--- src/rtl/result_serializer_if.sv ---
// Parallel-load / serial-stream bundle for result_serializer.
// The master side is the serializer itself; the slave side loads
// words and sinks the chunk stream.
interface result_serializer_if #(
  parameter int unsigned DATA_WIDTH = 96,
  parameter int unsigned CHUNK      = 8
);
  localparam int unsigned NCHUNK = DATA_WIDTH / CHUNK;
  localparam int unsigned CW     = $clog2(NCHUNK + 1);

  logic                  load;
  logic [DATA_WIDTH-1:0] data_in;
  logic                  load_ready;
  logic [CHUNK-1:0]      out_data;
  logic                  out_valid;
  logic                  out_ready;
  logic                  busy;
  logic                  done;
  logic [CW-1:0]         chunks_left;

  modport master (
    input  load, data_in, out_ready,
    output load_ready, out_data, out_valid, busy, done, chunks_left
  );

  modport slave (
    output load, data_in, out_ready,
    input  load_ready, out_data, out_valid, busy, done, chunks_left
  );
endinterface

--- src/rtl/result_serializer.sv ---
// Parallel-to-serial converter: captures one DATA_WIDTH word on load and
// streams it MSB chunk first over valid/ready, then pulses done.
module result_serializer #(
  parameter int unsigned DATA_WIDTH = 96,
  parameter int unsigned CHUNK      = 8
) (
  input  logic                clock,
  input  logic                rst,
  result_serializer_if.master bus
);
  localparam int unsigned NCHUNK = DATA_WIDTH / CHUNK;
  localparam int unsigned CW     = $clog2(NCHUNK + 1);

  typedef enum logic [1:0] {
    IDLE = 2'd0,
    SEND = 2'd1,
    DONE = 2'd2
  } state_t;

  state_t                state, state_next;
  logic [DATA_WIDTH-1:0] shreg, shreg_next;
  logic [CW-1:0]         cnt, cnt_next;

  // State, shift register and chunk counter; synchronous reset discards any word in flight.
  always_ff @(posedge clock) begin
    if (rst) begin
      state <= IDLE;
      shreg <= '0;
      cnt   <= '0;
    end else begin
      state <= state_next;
      shreg <= shreg_next;
      cnt   <= cnt_next;
    end
  end

  // Next-state logic: load in IDLE, shift on each handshake in SEND, one DONE cycle.
  // The last handshake also shifts, leaving shreg all-zero so out_data reads 0 outside SEND.
  always_comb begin
    state_next = state;
    shreg_next = shreg;
    cnt_next   = cnt;
    case (state)
      IDLE: begin
        if (bus.load) begin
          shreg_next = bus.data_in;
          cnt_next   = CW'(NCHUNK);
          state_next = SEND;
        end
      end
      SEND: begin
        if (bus.out_ready) begin
          shreg_next = shreg << CHUNK;
          if (cnt == CW'(1)) begin
            cnt_next   = '0;
            state_next = DONE;
          end else begin
            cnt_next = cnt - CW'(1);
          end
        end
      end
      DONE: begin
        shreg_next = '0;
        cnt_next   = '0;
        state_next = IDLE;
      end
      default: begin
        shreg_next = '0;
        cnt_next   = '0;
        state_next = IDLE;
      end
    endcase
  end

  assign bus.load_ready  = (state == IDLE);
  assign bus.out_valid   = (state == SEND);
  assign bus.busy        = (state == SEND) || (state == DONE);
  assign bus.done        = (state == DONE);
  assign bus.out_data    = shreg[DATA_WIDTH-1 -: CHUNK];
  assign bus.chunks_left = (state == SEND) ? cnt : '0;
endmodule

--- src/flat_wrapper.sv ---
// flat-port wrapper written by rule: the top's interface ports become plain ports
module result_serializer_flat 
#(
  parameter int unsigned DATA_WIDTH = 96,
  parameter int unsigned CHUNK      = 8
)
  (clock, rst, bus_load, bus_data_in, bus_out_ready, bus_load_ready, bus_out_data, bus_out_valid, bus_busy, bus_done, bus_chunks_left);
  result_serializer_if #(.DATA_WIDTH(DATA_WIDTH), .CHUNK(CHUNK)) bus_i ();
  input  logic clock;
  input  logic rst;
  input wire logic [$bits(bus_i.load)-1:0] bus_load;
  input wire logic [$bits(bus_i.data_in)-1:0] bus_data_in;
  input wire logic [$bits(bus_i.out_ready)-1:0] bus_out_ready;
  output wire logic [$bits(bus_i.load_ready)-1:0] bus_load_ready;
  output wire logic [$bits(bus_i.out_data)-1:0] bus_out_data;
  output wire logic [$bits(bus_i.out_valid)-1:0] bus_out_valid;
  output wire logic [$bits(bus_i.busy)-1:0] bus_busy;
  output wire logic [$bits(bus_i.done)-1:0] bus_done;
  output wire logic [$bits(bus_i.chunks_left)-1:0] bus_chunks_left;
  assign bus_i.load = bus_load;
  assign bus_i.data_in = bus_data_in;
  assign bus_i.out_ready = bus_out_ready;
  assign bus_load_ready = bus_i.load_ready;
  assign bus_out_data = bus_i.out_data;
  assign bus_out_valid = bus_i.out_valid;
  assign bus_busy = bus_i.busy;
  assign bus_done = bus_i.done;
  assign bus_chunks_left = bus_i.chunks_left;
  result_serializer #(.DATA_WIDTH(DATA_WIDTH), .CHUNK(CHUNK)) u_core (.clock(clock), .rst(rst), .bus(bus_i));
endmodule
--- config.mk ---
export PLATFORM = sky130hd
export DESIGN_NAME = result_serializer_flat
export DESIGN_NICKNAME = d
export VERILOG_FILES = /design/src/rtl/result_serializer_if.sv /design/src/rtl/result_serializer.sv /design/src/flat_wrapper.sv
export SDC_FILE = /design/constraint.sdc
export NUM_CORES = 1
export LEC_CHECK = 0
export CORE_MARGIN = 1
export CORE_UTILIZATION = 45
export CTS_BUF_LIST = sky130_fd_sc_hd__clkbuf_4 sky130_fd_sc_hd__clkbuf_8
export DETAILED_ROUTE_END_ITERATION = 10
export GPL_ROUTABILITY_DRIVEN = 0
export HOLD_SLACK_MARGIN = 0.05
export PLACE_DENSITY = 0.75
export SLEW_MARGIN = 40
export SYNTH_ARGS = -nofsm -noshare
export SYNTH_HDL_FRONTEND = slang
export SYNTH_SLANG_ARGS = --single-unit
--- constraint.sdc ---
create_clock -name clock -period 5.3 [get_ports clock]
set_input_delay 1.325 -clock clock [delete_from_list [all_inputs] [get_ports clock]]
set_output_delay 1.325 -clock clock [all_outputs]
set_load 0.02 [all_outputs]
==> flow_metrics.env, run 1 <==
export IMPL_clk_pin_slew_ns=0.10
export IMPL_viasPerCell=5.78
export IMPL_max_stage_delay_ns=0.64
export IMPL_syn_area_per_cell_um2=8.65
export IMPL_fin_tns_setup_ns=0
export IMPL_ys_seq_area_frac=0.477
export IMPL_dieArea_mm2=0.00991
export IMPL_setup_viol=0
export IMPL_rows=35
export IMPL_cp_start_kind="register"
export IMPL_fmax_mhz=278
export IMPL_clkLatencyLatePin_ns=0.36
export IMPL_critPathTopFamily="buffers and inverters"
export IMPL_firstDrtPassIters=4
export IMPL_die_y_um=99.5
export IMPL_cts_sinks=102
export IMPL_top_layer="met4"
export IMPL_maxCapViolations=0
export IMPL_antenna_found_initial=0
export IMPL_postCtsSetupRepairBufs=0
export IMPL_dieWidth_um=99.5
export IMPL_syn_area_mm2=0.00428
export IMPL_area_growth_pct=31.8
export IMPL_synth_seq_cells=102
export IMPL_worst_pin_slew_ns=0.754
export IMPL_synth_cells=495
export IMPL_core_area_mm2=0.00924
export IMPL_fillers=814
export IMPL_finClkSkew_ns=0.0127
export IMPL_yosys_most_used_dff="dfxtp_1"
export IMPL_io_buffers=115
export IMPL_period_needed_ns=3.60
export IMPL_cp_cell_sequence="inv_1 > ha_4 > buf_12 > and2_1 > clkdlybuf4s50_1"
export IMPL_holdBufCountCts=0
export IMPL_synth_edf_count=0
export IMPL_first_global_vias=3894
export IMPL_regArea_mm2=0.00204
export IMPL_leakagePower_nw=2.07
export IMPL_vias=4040
export IMPL_cts_resized=0
export IMPL_slew_violations=0
export IMPL_io_pins=116
export IMPL_cp_arrival_ns=2.27
export IMPL_multiInputGateArea_mm2=0.00196
export IMPL_wl_mm=11.3
export IMPL_yosys_warnings=0
export IMPL_synthArstFlopShare=0
export IMPL_dr_wl_met3_um=612
export IMPL_powerDensity_mw_per_mm2=568
export IMPL_rsz0062_at_grt="false"
export IMPL_hold_viol=0
export IMPL_met2WireLength_mm=5.49
export IMPL_grt_pass1_wl_mm=18.3
export IMPL_grt_use_total=0.231
export IMPL_clockBufferDepth=2
export IMPL_crit_slowest_cell="clkdlybuf4s50_1"
export IMPL_drc_errors=0
export IMPL_post_route_util=0.611
export IMPL_gr_total_overflow=0
export IMPL_n_antenna_cell=0
export IMPL_critPathRequiredTime_ns=3.97
export IMPL_cts_tree="done"
export IMPL_peakVddDrop_uv=351
export IMPL_antenna_left=0
export IMPL_fin_crit_sh=0.679
export IMPL_crit_fanout=38
export IMPL_drt_iter0_markers=182
export IMPL_dp_hpwl_mm=7.31
export IMPL_initial_core_util=0.463
export IMPL_layout_commonest_cell="clkdlybuf4s50_1"
export IMPL_syn_nets=601
export IMPL_critPathBufInv=3
export IMPL_status="complete, no violations"
export IMPL_grt_max_degree=102
export IMPL_synth_cell_type_count=25
export IMPL_drive_gt1_frac=0.0526
export IMPL_final_cell_mix="clkdlybuf4s50_1 (114), dfxtp_1 (102), nor2_1 (91)"
export IMPL_wl_met1_mm=4.95
export IMPL_critPathKind="register to output pin"
export IMPL_numCtsBuffers=9
export IMPL_htreeDepth=3
export IMPL_wl_per_cell_um=16.1
export IMPL_hold_path_class="register to register"
export IMPL_slew_headroom=0.497
export IMPL_cts_root_buffer="clkbuf_8"
export IMPL_crit_path_end_kind="output pin"
export IMPL_layout_nets=671
-- worst paths after layout --
kind | slack, ns | start | depth (start not counted) | end
max | 1.70 | u_core.state[1] | 5 | bus_chunks_left[2]
min | 0.46 | u_core.shreg[7] | 2 | u_core.shreg[7]
max reg2reg | 2.55 | u_core.state[0] | 8 | u_core.shreg[25]
min reg2reg | 0.46 | u_core.shreg[7] | 2 | u_core.shreg[7]
-- sequential cells by signal, summed over array words and instances (netlist names) --
name and count:
u_core.cnt 4, u_core.shreg 96, u_core.state 2
-- worst register-to-register path: stages (launching register included) --
cell and delay, ns:
dfxtp_1 0.35, inv_1 0.17, ha_4 0.16, buf_6 0.55, nor2b_4 0.38, nand2b_4 0.44
buf_12 0.30, a221oi_1 0.16, nor3_1 0.16
-- through the flow --
stage,hold WS [ns],cells,worst slack [ns],power (mW),cell area (um^2)
after floorplan,0.432,495,2.38,2.30,4280
after global placement,0.438,679,1.82,2.62,5350
after detailed placement,0.448,683,2.08,2.71,5440
after CTS,0.465,699,1.69,3.21,5640
after global routing,0.492,699,1.59,3.45,5640
final,0.462,699,1.70,3.20,5640
-- cell type report --
class | count | share of cell area
timing repair buffer | 122 | 0.222
tap | 129 | 0.0286
inverter | 5 | 0.00333
multi-input combinational | 325 | 0.348
clock buffer | 10 | 0.0244
clock inverter | 6 | 0.0120
sequential | 102 | 0.362
-- power by group --
part           switching [mW]  internal [mW]  total [mW]
Combinational           0.874          0.610        1.48
Clock                   0.269          0.234       0.502
Sequential              0.168           1.05        1.22
-- Yosys cell counts, types with 4 or more instances --
cell type	n	area, um^2
clkbuf_1	37	139
nand3_1	9	45.0
buf_2	15	75.1
nor3_1	89	445
a21oi_1	13	65.1
ha_1	6	75.1
and2_1	4	25.0
inv_1	5	18.8
a221oi_1	88	771
nand2_1	9	33.8
dfxtp_1	102	2040
buf_4	8	60.1
nor2_1	92	345
-- metal layers --
metal,up-vias,GRT usage
met5,-,0
met4,0,0.0848
met3,18,0.0379
met2,139,0.373
met1,1920,0.311
li1,1963,-
-- cells by family after synthesis --
| family | count (synthesis) | share of synthesized area |
|---|---|---|
| buffers and inverters | 68 | 0.0745 |
| and+or+nand+nor | 209 | 0.219 |
| muxes | 1 | 0.00263 |
| adders and majority gates | 6 | 0.0175 |
| DFF | 102 | 0.477 |
| AOI/OAI and AO/OA | 109 | 0.209 |
No activity file was read; power rests on OpenSTA's default activity.
==> run 2, diff against run 1 <==
- clock period: 5.3 -> 3.4 ns (I/O delays scaled with it)
==> run 2 against run 1 <==
Combinational power rose by 54%. Utilization fell by 0.23 points. First-iteration DRC count rose by 18%. Sequential power rose by 57%. Clock-buffer cell count rose by 1. Critical path depth fell by 1. Critical endpoint is now bus_chunks_left[0]. Largest cell class unchanged.
==> flow_metrics.env, run 2 (synthesis gave the netlist of run 1 again) <==
export IMPL_status="complete, no violations"
export IMPL_period_needed_ns=2.97
export IMPL_fin_crit_sh=0.874
export IMPL_vias=4052
export IMPL_grt_max_degree=81
export IMPL_worstReg2RegEnd="u_core.shreg[32]"
export IMPL_hold_path_class="register to register"
export IMPL_fillers=829
export IMPL_cts_root_buffer="clkbuf_8"
export IMPL_grt_use_met1=0.309
export IMPL_cp_arrival_ns=2.12
export IMPL_wl_per_cell_um=16.6
export IMPL_crit_fanout=42
export IMPL_gr_total_overflow=0
export IMPL_worst_slack_ns=0.427
export IMPL_critPathRequiredTime_ns=2.55
export IMPL_cts_sinks=102
export IMPL_wl_mm=11.6
export IMPL_final_cell_mix="clkdlybuf4s50_1 (114), dfxtp_1 (102), nor2_1 (91)"
export IMPL_slew_violations=0
export IMPL_layout_nets=671
export IMPL_powerDensity_mw_per_mm2=890
export IMPL_crit_path_end_kind="output pin"
export IMPL_worst_pin_slew_ns=0.837
export IMPL_max_stage_delay_ns=0.60
export IMPL_crit_slowest_cell="clkdlybuf4s50_1"
export IMPL_top_register="u_core.shreg"
export IMPL_critPathTopFamily="buffers and inverters"
export IMPL_maxCapViolations=0
export IMPL_io_pins=116
export IMPL_initial_core_util=0.463
export IMPL_clkLatencyLatePin_ns=0.35
export IMPL_min_path_cells=2
export IMPL_dieWidth_um=99.5
export IMPL_fmax_mhz=336
export IMPL_antenna_found_initial=0
export IMPL_layout_commonest_cell="clkdlybuf4s50_1"
export IMPL_hold_start="u_core.shreg[1]"
export IMPL_peakVddDrop_uv=446
export IMPL_cp_cell_sequence="inv_1 > ha_4 > and2_1 > clkdlybuf4s50_1"
export IMPL_whs_endpoint="u_core.shreg[1]"
export IMPL_n_antenna_cell=0
export IMPL_rows=35
export IMPL_drive_gt1_frac=0.0510
export IMPL_finClkSkew_ns=0.00870
export IMPL_htreeDepth=3
export IMPL_die_y_um=99.5
export IMPL_leakagePower_nw=2.07
export IMPL_grt_use_met3=0.0415
export IMPL_cts_tree="done"
export IMPL_final_area_mm2=0.00562
export IMPL_hold_viol=0
export IMPL_pre_cts_ws_ns=0.669
export IMPL_setup_viol=0
export IMPL_reg2reg_setup_slack_ns=1.08
export IMPL_critPathKind="register to output pin"
export IMPL_placed_area_mm2=0.00541
export IMPL_cp_start_kind="register"
export IMPL_critPathBufInv=2
export IMPL_area_growth_pct=31.3
export IMPL_firstDrtPassIters=5
export IMPL_cp_depth=4
export IMPL_grt_pass1_wl_mm=18.2
export IMPL_dieArea_mm2=0.00991
export IMPL_drt_iter0_markers=214
export IMPL_cts_resized=0
export IMPL_holdWs_ns=0.460
export IMPL_holdBufCountCts=0
export IMPL_largestRegisters="u_core.shreg: 96 flops, u_core.cnt: 4 flops, u_core.state: 2 flops"
export IMPL_largest_register_ff_count=96
export IMPL_ff2ff_path_depth=7
export IMPL_clockBufferDepth=2
export IMPL_antenna_left=0
export IMPL_numCtsBuffers=9
export IMPL_clk_pin_slew_ns=0.09
export IMPL_io_buffers=115
export IMPL_fin_tns_setup_ns=0
export IMPL_first_global_vias=3736
export IMPL_grt_use_total=0.230
export IMPL_dp_hpwl_mm=7.49
export IMPL_postCtsSetupRepairBufs=0
export IMPL_rr_startpoint="u_core.state[1]"
export IMPL_rsz0062_at_grt="false"
export IMPL_viasPerCell=5.81
export IMPL_core_area_mm2=0.00924
export IMPL_slew_headroom=0.442
export IMPL_grt_use_met2=0.380
export IMPL_top_usage_layer="met2"
export IMPL_drc_errors=0
## run 2: changes by cell type in the layout (fill, tap and decap cells not counted), moves of 2 or more
| cell | delta |
|---|---|
| buf_6 | -2 |
| inv_6 | -2 |
| clkbuf_4 | +2 |
| buf_4 | +4 |
## run 2: how the worst max path moves through the flow
stage / from / end / slack, ns
floorplan: u_core.state[1] / bus_chunks_left[0] / 0.96
global placement: bus_load / u_core.shreg[26] / 0.72
detailed placement: bus_load / u_core.shreg[26] / 0.67
CTS: u_core.state[1] / bus_chunks_left[0] / 0.40
global route: u_core.state[1] / bus_chunks_left[1] / 0.32
finish: u_core.state[1] / bus_chunks_left[0] / 0.43
## run 2: metrics by stage
step,power [mW],util,instances
2_1_floorplan,3.58,-,495
5_1_grt,5.36,0.608,698
6_report,5.00,0.608,698
3_5_place_dp,4.20,0.585,683
4_1_cts,5.01,0.608,698
3_3_place_gp,4.12,0.585,683
## run 2: layout make-up
class	instances	area, um^2	share of cell area
sequential	102	2040	0.363
multi-input combinational	325	1960	0.349
timing repair buffer	122	1230	0.218
tap	129	161	0.0287
clock buffer	11	139	0.0247
clock inverter	4	72.6	0.0129
inverter	5	18.8	0.00334
## run 2: worst register-to-register path, delay by kind of cell, from the launching register on
family	cells	cell delay [ns]
adder cells (fa/ha/maj)	1	0.46
buffers and inverters	2	0.47
AO/OA/AOI/OAI	1	0.10
AND/OR/NAND/NOR	3	0.86
flip-flops	1	0.34
## run 2: per-layer routing
layer,vias up,wire (um)
li1,1971,-
met3,8,633
met4,0,78
met5,-,0
met1,1950,5090
met2,123,5780
## run 2: power by group
group          switching, mW  leakage [nW]  internal (mW)
sequential             0.269         0.846           1.64
clock                  0.389         0.106          0.427
combinational           1.36          1.11          0.922
total                   2.02          2.07           2.99
==> variant, RTL diff (settings of run 2) <==
Encoding of `state_t`: now one-hot (3 bits for 3 states).
--- a/src/rtl/result_serializer.sv
+++ b/src/rtl/result_serializer.sv
@@ -11,10 +11,10 @@
   localparam int unsigned NCHUNK = DATA_WIDTH / CHUNK;
   localparam int unsigned CW     = $clog2(NCHUNK + 1);
 
-  typedef enum logic [1:0] {
-    IDLE = 2'd0,
-    SEND = 2'd1,
-    DONE = 2'd2
+  typedef enum logic [2:0] {
+    IDLE = 3'b001,
+    SEND = 3'b010,
+    DONE = 3'b100
   } state_t;
 
   state_t                state, state_next;
Check against the original RTL: no difference found for any inputs over 10 cycles, from zero or initial values and one cycle with rst high; not proved beyond that.
==> variant against run 2 <==
Sequential share of layout area fell by 2.8 points; area after synthesis rose by 12%; worst setup slack got worse by 0.14 ns; first-iteration DRC count rose by 52%; via count rose by 20%; register-to-register slack got worse by 0.02 ns; sequential cell count rose by 1; routed wire length rose by 13%; critical path depth did not move; fmax fell by 4.6%; cell count rose by 15%; final area rose by 9.4%; critical path type unchanged; largest cell class is now multi-input gates.
Power is not compared: it rests on default switching activity, and its combinational part moved more than twofold at a synthesized area within 25%.
==> variant: results <==
metrics = {
    "grt": {
        "grt_max_degree": 101,
        "use_met2_pct": 37.8,
        "grt_pass1_vias": 4358,
        "met1_usage_pct": 30.6,
        "grt_pass1_wl_mm": 21.0,
        "grtUsageMet3_pct": 4.45,
        "antenna_found_initial": 0,
        "grt_usage_pct": 23.2,
    },
    "sta": {
        "worst_slew_pin_slew_ns": 0.801,
        "skew_ns": 0.0157,
    },
    "hold_path": {
        "min_from": "u_core.shreg[7]",
        "min_path_type": "register to register",
        "whs_path_depth": 2,
        "min_to": "u_core.shreg[7]",
    },
    "placed_design": {
        "dp.cells": 786,
        "numPortBuffers": 115,
        "dp_hpwl_mm": 8.10,
    },
    "worst_setup_path": {
        "rrSetupSlack_ns": 1.06,
        "cp_top_family": "buffers and inverters",
        "arrival_ns": 2.27,
        "crit_slowest_cell": "clkdlybuf4s50_1",
        "r2r_cells": 5,
        "reg2reg_from": "u_core.state[1]",
        "critPathMaxFanout": 20,
        "rr_endpoint": "u_core.shreg[26]",
    },
    "logic_synthesis": {
        "syn_area_per_cell_um2": 7.99,
        "yosysSeqAreaShare_pct": 42.9,
        "synth.area.top_cells": "dfxtp_1 43%, o21ai_0 19%, a211oi_1 14%",
        "synthArstFlopShare_pct": 0,
        "ys_top_cells_by_count": "184 x o21ai_0, 103 x dfxtp_1, 98 x a21oi_1",
        "synth_ff_type": "dfxtp_1",
        "ys_types": 32,
        "syn_nets": 704,
        "yosysWarningCount": 0,
    },
    "detailed_routing": {
        "top_layer": "met4",
        "vias": 4855,
        "wl_per_cell_um": 16.3,
        "wl_met3_um": 805,
        "drtPass1Iterations": 5,
        "wl_met2_mm": 6.14,
        "drt-met1-wl_mm": 5.88,
        "drt-initial-drc-count": 325,
        "vias_per_cell": 6.05,
    },
    "clock_tree": {
        "postCtsSetupRepairBufs": 0,
        "post_cts_resized": 0,
        "cts_buffer_depth": 2,
        "cts_root_buf": "clkbuf_8",
        "clock_latency_ns": 0.38,
        "cts-buffers-inserted": 9,
        "path_clk_slew_ns": 0.09,
    },
    "run_status": {
        "outcome": "finished clean",
    },
    "finish": {
        "largestRegisters": "u_core.shreg (96), u_core.cnt (4), u_core.state (3)",
        "drive_above_1_share_pct": 6.01,
        "nets": 763,
    },
    "power_and_ir_drop": {
        "ir_drop_uv": 242,
        "p_leak_nw": 1.99,
    },
}
==> variant: cell types whose count changed after synthesis, sizes merged, moves of 26 or more <==
cell and change:
o21ai +185, a211oi +85, nor3 -87, nor2 -88, a221oi -88, a21oi +85, clkbuf +26
==> variant: cell families after synthesis <==
logic type,count (synthesis),share of synthesized area (%)
buf+inv,87,7.75
flops,103,42.9
compound gates,382,45.1
simple gates,28,3.77
fa+ha+maj,2,0.520
==> variant: report_power, final <==
| group | switching [mW] | internal, mW | leakage, nW | total (mW) |
|---|---|---|---|---|
| sequential | 0.0603 | 1.32 | 0.851 | 1.38 |
| clock | 0.453 | 0.372 | 0.105 | 0.825 |
| combinational | 0.271 | 0.258 | 1.04 | 0.529 |
| total | 0.784 | 1.95 | 1.99 | 2.73 |
==> variant: cell type report <==
type | count | area (µm²)
repair buffers | 128 | 1290
well taps | 136 | 170
inverters | 7 | 27.5
clock inverters | 6 | 75.1
fillers | 912 | 4170
flip-flops and latches | 103 | 2060
clock buffers | 10 | 138
multi-input cells | 412 | 2390
==> variant: metrics by stage <==
stage / hold slack [ns] / util (%) / setup slack (ns) / cell area [µm²]
floorplan: 0.446 / - / 1.23 / 4810
global placement: 0.461 / 57.0 / 0.535 / 5890
detailed placement: 0.470 / 57.4 / 0.472 / 5930
CTS: 0.484 / 59.5 / 0.125 / 6140
global route: 0.518 / 59.6 / 0.193 / 6150
finish: 0.486 / 59.6 / 0.285 / 6150
==> variant: how the worst max path moves through the flow <==
stage / startpoint / endpoint / slack, ns
finish: u_core.state[1] / bus_busy / 0.28
global route: u_core.state[1] / bus_busy / 0.19
CTS: u_core.state[1] / bus_busy / 0.13
detailed placement: bus_out_ready / u_core.shreg[72] / 0.47
global placement: bus_out_ready / u_core.cnt[0] / 0.54
floorplan: u_core.state[1] / bus_busy / 1.23
